[config.mk]
export PLATFORM = sky130hd
export DESIGN_NAME = reg_file_2r1w
export DESIGN_NICKNAME = d
export VERILOG_FILES = /design/src/rtl/wisc_pkg.sv /design/src/rtl/reg_file_2r1w_write_decoder.sv /design/src/rtl/reg_file_2r1w.sv
export SDC_FILE = /design/constraint.sdc
export NUM_CORES = 1
export LEC_CHECK = 0
export ABC_CLOCK_PERIOD_IN_PS = 2000
export CORE_UTILIZATION = 45
export CTS_BUF_LIST = sky130_fd_sc_hd__clkbuf_16
export DETAILED_ROUTE_END_ITERATION = 6
export PLACE_DENSITY_LB_ADDON = 0.08
export SLEW_MARGIN = 20
export SYNTH_ARGS = -nofsm -noshare
export SYNTH_HDL_FRONTEND = slang
export SYNTH_HIERARCHICAL = 1
export SYNTH_SLANG_ARGS = --single-unit
[constraint.sdc]
create_clock -name clk -period 2 [get_ports clk]
set_clock_uncertainty 0.2 [all_clocks]
set_input_delay 0.3 -clock clk [delete_from_list [all_inputs] [get_ports clk]]
set_output_delay 0.3 -clock clk [all_outputs]
set_load 0.01 [all_outputs]
[src/rtl/wisc_pkg.sv]
// wisc_pkg
//   Types and constants shared by the WISC decode and writeback stages.
//   DATA_W / ADDR_W / NUM_REGS : register file geometry.
//   ZERO_REG                   : address of the hardwired-zero register.
//   reg_addr_t / reg_data_t    : register address and register data types.
package wisc_pkg;
    localparam int DATA_W   = 16;
    localparam int ADDR_W   = 4;
    localparam int NUM_REGS = 16;

    typedef logic [ADDR_W-1:0] reg_addr_t;
    typedef logic [DATA_W-1:0] reg_data_t;

    localparam reg_addr_t ZERO_REG = 4'd0;
endpackage

[src/rtl/reg_file_2r1w_write_decoder.sv]
// WriteDecoder_4_16
//   One-hot write wordline generator for the register file.
//   RegId    in  4  destination register address.
//   WriteReg in  1  write enable.
//   Wordline out 16 one-hot select, all zero when WriteReg is low.
module WriteDecoder_4_16 (
    input  logic [3:0]  RegId,
    input  logic        WriteReg,
    output logic [15:0] Wordline
);
    // The ternary (rather than an AND with a replicated enable) keeps an X on
    // WriteReg confined to the addressed bit: bits that are 0 in both arms
    // resolve to 0 even when the select is unknown.
    assign Wordline = WriteReg ? (16'h0001 << RegId) : 16'h0000;
endmodule

[src/rtl/reg_file_2r1w.sv]
// reg_file_2r1w
//   16 x 16 register file with two combinational read ports, one clocked
//   write port, optional same-cycle write-to-read bypass and R0 tied to zero.
//   clk       in  1   system clock, writes on the rising edge.
//   rst_n     in  1   asynchronous active-low reset, clears every entry.
//   SrcReg1/2 in  4   read addresses.
//   DstReg    in  4   write address.
//   WriteReg  in  1   write enable.
//   DstData   in  16  write data.
//   SrcData1/2 out 16 read data.
module reg_file_2r1w
    import wisc_pkg::*;
#(
    parameter int DATA_W    = wisc_pkg::DATA_W,
    parameter int ADDR_W    = wisc_pkg::ADDR_W,
    parameter int NUM_REGS  = wisc_pkg::NUM_REGS,
    parameter int BYPASS_EN = 1
) (
    input  logic              clk,
    input  logic              rst_n,
    input  logic [ADDR_W-1:0] SrcReg1,
    input  logic [ADDR_W-1:0] SrcReg2,
    input  logic [ADDR_W-1:0] DstReg,
    input  logic              WriteReg,
    input  logic [DATA_W-1:0] DstData,
    output logic [DATA_W-1:0] SrcData1,
    output logic [DATA_W-1:0] SrcData2
);
    logic [15:0]             wordline;
    logic [DATA_W-1:0]       regs_reg [NUM_REGS];
    logic [1:0][ADDR_W-1:0]  src_addr;
    logic                    write_live;

    WriteDecoder_4_16 u_write_decoder (
        .RegId    (DstReg),
        .WriteReg (WriteReg),
        .Wordline (wordline)
    );

    // Entry 0 is cleared by reset and never loaded afterwards, so it stays
    // zero; the read path masks it as well so the bypass cannot leak into it.
    always_ff @(posedge clk or negedge rst_n) begin
        if (!rst_n) begin
            for (int i = 0; i < NUM_REGS; i++) begin
                regs_reg[i] <= '0;
            end
        end else begin
            for (int i = 1; i < NUM_REGS; i++) begin
                if (wordline[i]) begin
                    regs_reg[i] <= DstData;
                end
            end
        end
    end

    assign src_addr   = {SrcReg2, SrcReg1};
    assign write_live = WriteReg && (DstReg != ZERO_REG);

    // One identical read port per instance of this loop; priority is
    // R0 mask, then bypass, then the stored value.
    generate
        for (genvar gi = 0; gi < 2; gi++) begin : g_read
            logic [DATA_W-1:0] rd_data;

            always_comb begin
                rd_data = regs_reg[src_addr[gi]];
                if ((BYPASS_EN != 0) && write_live && (src_addr[gi] == DstReg)) begin
                    rd_data = DstData;
                end
                if (src_addr[gi] == ZERO_REG) begin
                    rd_data = '0;
                end
            end
        end
    endgenerate

    assign SrcData1 = g_read[0].rd_data;
    assign SrcData2 = g_read[1].rd_data;
endmodule

==> results of run 1 <==
[cells in the final DEF (no fill, tap or decap), types with 4 or more instances in the layout]
cell type        instances
o21ai_0                 15
clkbuf_16               29
o22ai_2                  9
buf_2                   27
a22o_1                  16
a221oi_1                17
buf_4                  186
a31oi_2                  7
a221oi_2                14
clkdlybuf4s50_1         19
nor2b_2                  8
buf_12                  36
o22ai_4                  7
nor3_1                  15
o32ai_4                  6
nor3_2                   4
inv_1                   19
dfrtp_1                240
dlygate4sd2_1            4
nand2_4                  8
buf_6                   26
a211o_1                 15
mux2_1                  16
nor2_2                  11
clkinv_1                10
a31oi_4                  5
nand2_2                  7
mux4_2                  80
mux2_4                  18
o32ai_2                 10
nor2b_1                 11
xor2_1                   4
mux2_2                 286
[power by group]
group | total, mW | switching, mW | internal [mW]
clock network | 4.77 | 2.05 | 2.72
registers | 6.79 | 0.797 | 6.00
logic | 5.28 | 2.05 | 3.24
total | 16.8 | 4.89 | 12.0
[area by class of cell]
cell class / count / area, um^2
inverters: 15 / 56.3
clock buffers: 29 / 726
well taps: 390 / 488
multi-input cells: 618 / 7730
diodes: 1 / 2.50
clock inverters: 21 / 116
fillers: 2373 / 11600
repair buffers: 301 / 2800
flip-flops and latches: 240 / 6010
[worst min-delay path by stage]
stage                     cells after the start      endpoint
after global placement                        1  regs_reg[47]
after CTS                                     2  regs_reg[47]
final                                         2  regs_reg[47]
after global routing                          2  regs_reg[47]
after detailed placement                      1  regs_reg[47]
after floorplan                               0   regs_reg[0]
[repair_timing]
action | 4_1_cts | 5_1_grt
endpoints found under the hold margin | 207 | 0
gates resized for setup | 239 | 29
hold buffers | 1 | 0
cloned | 0 | 0
endpoints found under the setup margin | 32 | 35
setup buffers | 21 | 8
pin swaps | 56 | 27
[through the flow]
stage	util, %	hold slack, ps
after floorplan	-	-196
after global placement	55.4	87.4
after detailed placement	55.4	104
after CTS	59.9	125
after global routing	60.6	121
final	60.6	76.6
[layer usage]
layer | up-vias | global-route usage [%]
met2 | 211 | 46.3
met1 | 5031 | 40.1
met3 | 66 | 3.92
met5 | - | 0.321
li1 | 4236 | -
met4 | 0 | 8.08
==> results.toml, run 1 <==
[synth]
mappedNetlistNets = 1013
netlist_area_um2 = 13500
syn_area_per_cell_um2 = 13.7
synth_cells = 982
synth_warnings = 38

[floorplan]
core_um2 = 29600
rows = 63
fp.dieW_um = 175
start_util_pct = 45.6
io_pins = 63
die_y_um = 175
die-area_um2 = 30700

[clock_network]
cts_max_level = 1
cts_sinks = 240
clock_path_buffers = 3
cts_tree = "done"
clock_latency_ps = 540
cts-root-buf = "clkbuf_16"
numCtsBuffers = 28
clk_pin_slew_ps = 60

[place]
port_buffers = 62
dp.cells = 1547
dp_worst_setup_slack_ps = -1120
gp_congestion = 0.860
dpl.hpwl_mm = 29.2
dpl_cell_area_um2 = 16400

[global_routing]
overflow = 0
grt_pass1_wl_mm = 65.7
grt_max_degree = 62
grt_usage_pct = 28.6
antenna_found_initial = 1
grt_pass1_vias = 10200

[route]
wl_met2_mm = 20.3
antenna_left = 0
dr_total_vias = 9544
top_layer_used = "met4"
wl_met3_mm = 1.68
avgRoutedWirePerCell_um = 26.3
drtIter0Drc = 661
drt-pass1-iter-count = 4
met1_length_mm = 19.3
drc_errors = 0
avgViaCountPerCell = 5.91
drt-total-wl_mm = 42.4

[run_status]
status = "complete, but fails checks"
violations = "setup timing"

[setup_path]
critPathMaxStageDelay_ps = 500
cp.required_ps = 1500
worstPathCellList = "mux4_2, o22ai_4, o32ai_4, a22o_1, buf_2"
path_max_fanout = 2
setup.worst_path.start_class = "flop"
crit_start = "regs_reg[53]"
cp.buffers_inverters = 1
arrival_ps = 2160
worst_setup_path_end_kind = "output pin"
r2r_cells = 3
crit_type = "flop to output pin"
crit_cells = 5
path_delay_family = "compound AO/OA/AOI/OAI gates"
r2r_setup_slack_ps = 800
crit_path_end = "SrcData1[5]"
r2r-start = "regs_reg[6]"
slowest_stage = "mux4_2"
r2r_end = "regs_reg[6]"

[timing]
rsz0062_at_grt = "yes"
fin_ws_ps = -656
fmaxAchievable_ghz = 0.376
worst_pin_slew_ps = 552
relSlewSlack_pct = 63.2
drv_slew = 0
finalSetupViolations = 32
hold_viol = 0
post-route-min-period_ps = 2660
tns_ps = -18420
fin_crit_sh_pct = 133

[final_layout]
drive_gt1_share_pct = 65.7
stdcell_count = 1615
finalInstanceArea_um2 = 17900
fin_nets = 1235
largest_reg_flops = 240
area_growth_pct = 32.9

[min_path]
hp-class = "input port to async pin"

[pwr]
ir_worst_vdd_uv = 869
leakagePower_nw = 7.63
cellPowerDensity_nw_per_um2 = 940
finalPower_mw = 16.8

[run]
cap_violations = 0
No activity file was read; power rests on OpenSTA's default activity.
==> inputs of run 2 (changes only) <==
--- a/config.mk
+++ b/config.mk
@@ -6,6 +6,7 @@
 export NUM_CORES = 1
 export LEC_CHECK = 0
 export ABC_CLOCK_PERIOD_IN_PS = 2000
+export CORE_MARGIN = 5
 export CORE_UTILIZATION = 45
 export CTS_BUF_LIST = sky130_fd_sc_hd__clkbuf_16
 export DETAILED_ROUTE_END_ITERATION = 6
==> results.toml, run 2 (same netlist as run 1, synthesis figures left out) <==
[run_status]
status = "complete, but fails checks"
violations = "setup timing"

[setup_path]
crit_type = "flop to output pin"
path_max_fanout = 2
setup.worst_path.start_class = "flop"
cp.required_ps = 1500
r2r-start = "regs_reg[26]"
arrival_ps = 2130
worst_setup_path_end_kind = "output pin"
crit_start = "regs_reg[26]"

[run]
cap_violations = 0

[floorplan]
die_y_um = 183
start_util_pct = 45.5
io_pins = 63
rows = 63
core_um2 = 29600
fp.dieW_um = 183
die-area_um2 = 33500

[final_layout]
antenna_cells = 0
most-common-layout-cells = "288 x mux2_2, 240 x dfrtp_1, 164 x buf_4"
layout_commonest_cell = "mux2_2"
largest_reg_flops = 240
drive_gt1_share_pct = 65.9
fin_nets = 1209
area_growth_pct = 32.2
nFillCells = 2424

[place]
dp_worst_setup_slack_ps = -1010
dpl.hpwl_mm = 29.7
port_buffers = 62
gp_congestion = 0.870

[global_routing]
use_met3_pct = 4.22
grtUsageMet1_pct = 36.2
grt_max_degree = 51
antenna_found_initial = 0
grt_usage_pct = 26.3
met2_usage_pct = 43.6
grt_pass1_vias = 10400
overflow = 0
grt.busiest_layer = "met2"
grt_pass1_wl_mm = 67.3

[clock_network]
clock_latency_ps = 540
numCtsBuffers = 28
cts-root-buf = "clkbuf_16"
cts_sinks = 240
clock_path_buffers = 3
clk_pin_slew_ps = 60
cts_tree = "done"
cts_max_level = 1

[route]
drc_errors = 0
dr_total_vias = 9596
avgViaCountPerCell = 6.04
avgRoutedWirePerCell_um = 27.5
drt-pass1-iter-count = 5
antenna_left = 0
drtIter0Drc = 496
drt-total-wl_mm = 43.7

[timing]
rsz0062_at_grt = "yes"
post-route-min-period_ps = 2630
fin_crit_sh_pct = 132
worst_pin_slew_ps = 420
drv_slew = 0
hold_ws_ps = 57.8
finalSetupViolations = 32
hold_viol = 0
relSlewSlack_pct = 71.8
fmaxAchievable_ghz = 0.380
fin_ws_ps = -634

[pwr]
p_seq_share_pct = 40.2
finalPower_mw = 16.9
p_switching_mw = 4.89
p_int_mw = 12.0
swShare_pct = 28.9
clock_power_share_pct = 28.9
ir_worst_vdd_uv = 839
power_frac_comb_pct = 30.9
cellPowerDensity_nw_per_um2 = 949
leakagePower_nw = 7.55

[min_path]
hp-class = "input port to async pin"
run 2: cell types whose count changed in the layout (fill, tap and decap cells not counted), moves of 3 or more:
cell,delta
o21ai_1,+5
a221oi_1,-5
clkinv_2,+4
nor2b_1,-3
nor2b_4,+3
clkinv_1,-4
o21ai_0,-5
buf_4,-22
a221oi_2,+5
run 2: what timing repair did:
| item | 4_1_cts | 5_1_grt |
|---|---|---|
| hold buffers | 1 | 0 |
| pin swaps | 59 | 27 |
| endpoints found under the setup margin | 82 | 45 |
| gates resized for setup | 251 | 38 |
| hold endpoints to repair | 240 | 0 |
| setup buffers | 16 | 2 |
run 2: worst max-delay path, cell delays in order (launching register included):
cell     delay, ps
dfrtp_1        390
buf_4          140
mux4_2         460
mux2_4         310
nand2_4         80
a31oi_4         90
buf_6          140
run 2: per-layer routing:
| layer | vias up | part of all wire, % |
|---|---|---|
| li1 | 4191 | - |
| met1 | 5118 | 44 |
| met2 | 209 | 49 |
| met3 | 78 | 4.2 |
| met4 | 0 | 3.1 |
| met5 | - | 0 |
run 2: cell type report:
class / count / area, um^2 / area share, %
flip-flops and latches: 240 / 6010 / 33.7
repair buffers: 275 / 2580 / 14.5
inverters: 15 / 56.3 / 0.316
multi-input cells: 618 / 7820 / 43.9
clock inverters: 21 / 140 / 0.786
well taps: 390 / 488 / 2.74
clock buffers: 29 / 726 / 4.07
run 2: worst paths after layout:
path,endpoint,slack [ps],depth (start not counted)
setup / recovery,SrcData2[10],-630,6
hold / removal,regs_reg[34],60,2
setup reg to reg,regs_reg[26],910,2
hold reg to reg,regs_reg[54],320,1
max in group asynchronous,regs_reg[233],860,3
min in group clk,regs_reg[54],320,1
run 2: power by group through the flow:
stage	sequential [mW]	clock, mW	combinational [mW]
2_1_floorplan	6.60	0	2.98
3_3_place_gp	6.79	0	4.66
3_5_place_dp	6.84	0	4.71
4_1_cts	6.77	5.00	5.07
5_1_grt	6.94	5.20	5.61
6_report	6.80	4.88	5.23
run 2: per-stage QoR:
| stage | util, % | instances | setup TNS (ps) | area, um^2 |
|---|---|---|---|---|
| floorplan | - | 982 | -186 | 13800 |
| global placement | 54.8 | 1530 | -150610 | 16200 |
| detailed placement | 54.8 | 1530 | -152770 | 16200 |
| CTS | 59.4 | 1586 | -18710 | 17600 |
| global route | 60.1 | 1588 | -19820 | 17800 |
| finish | 60.1 | 1588 | -17840 | 17800 |
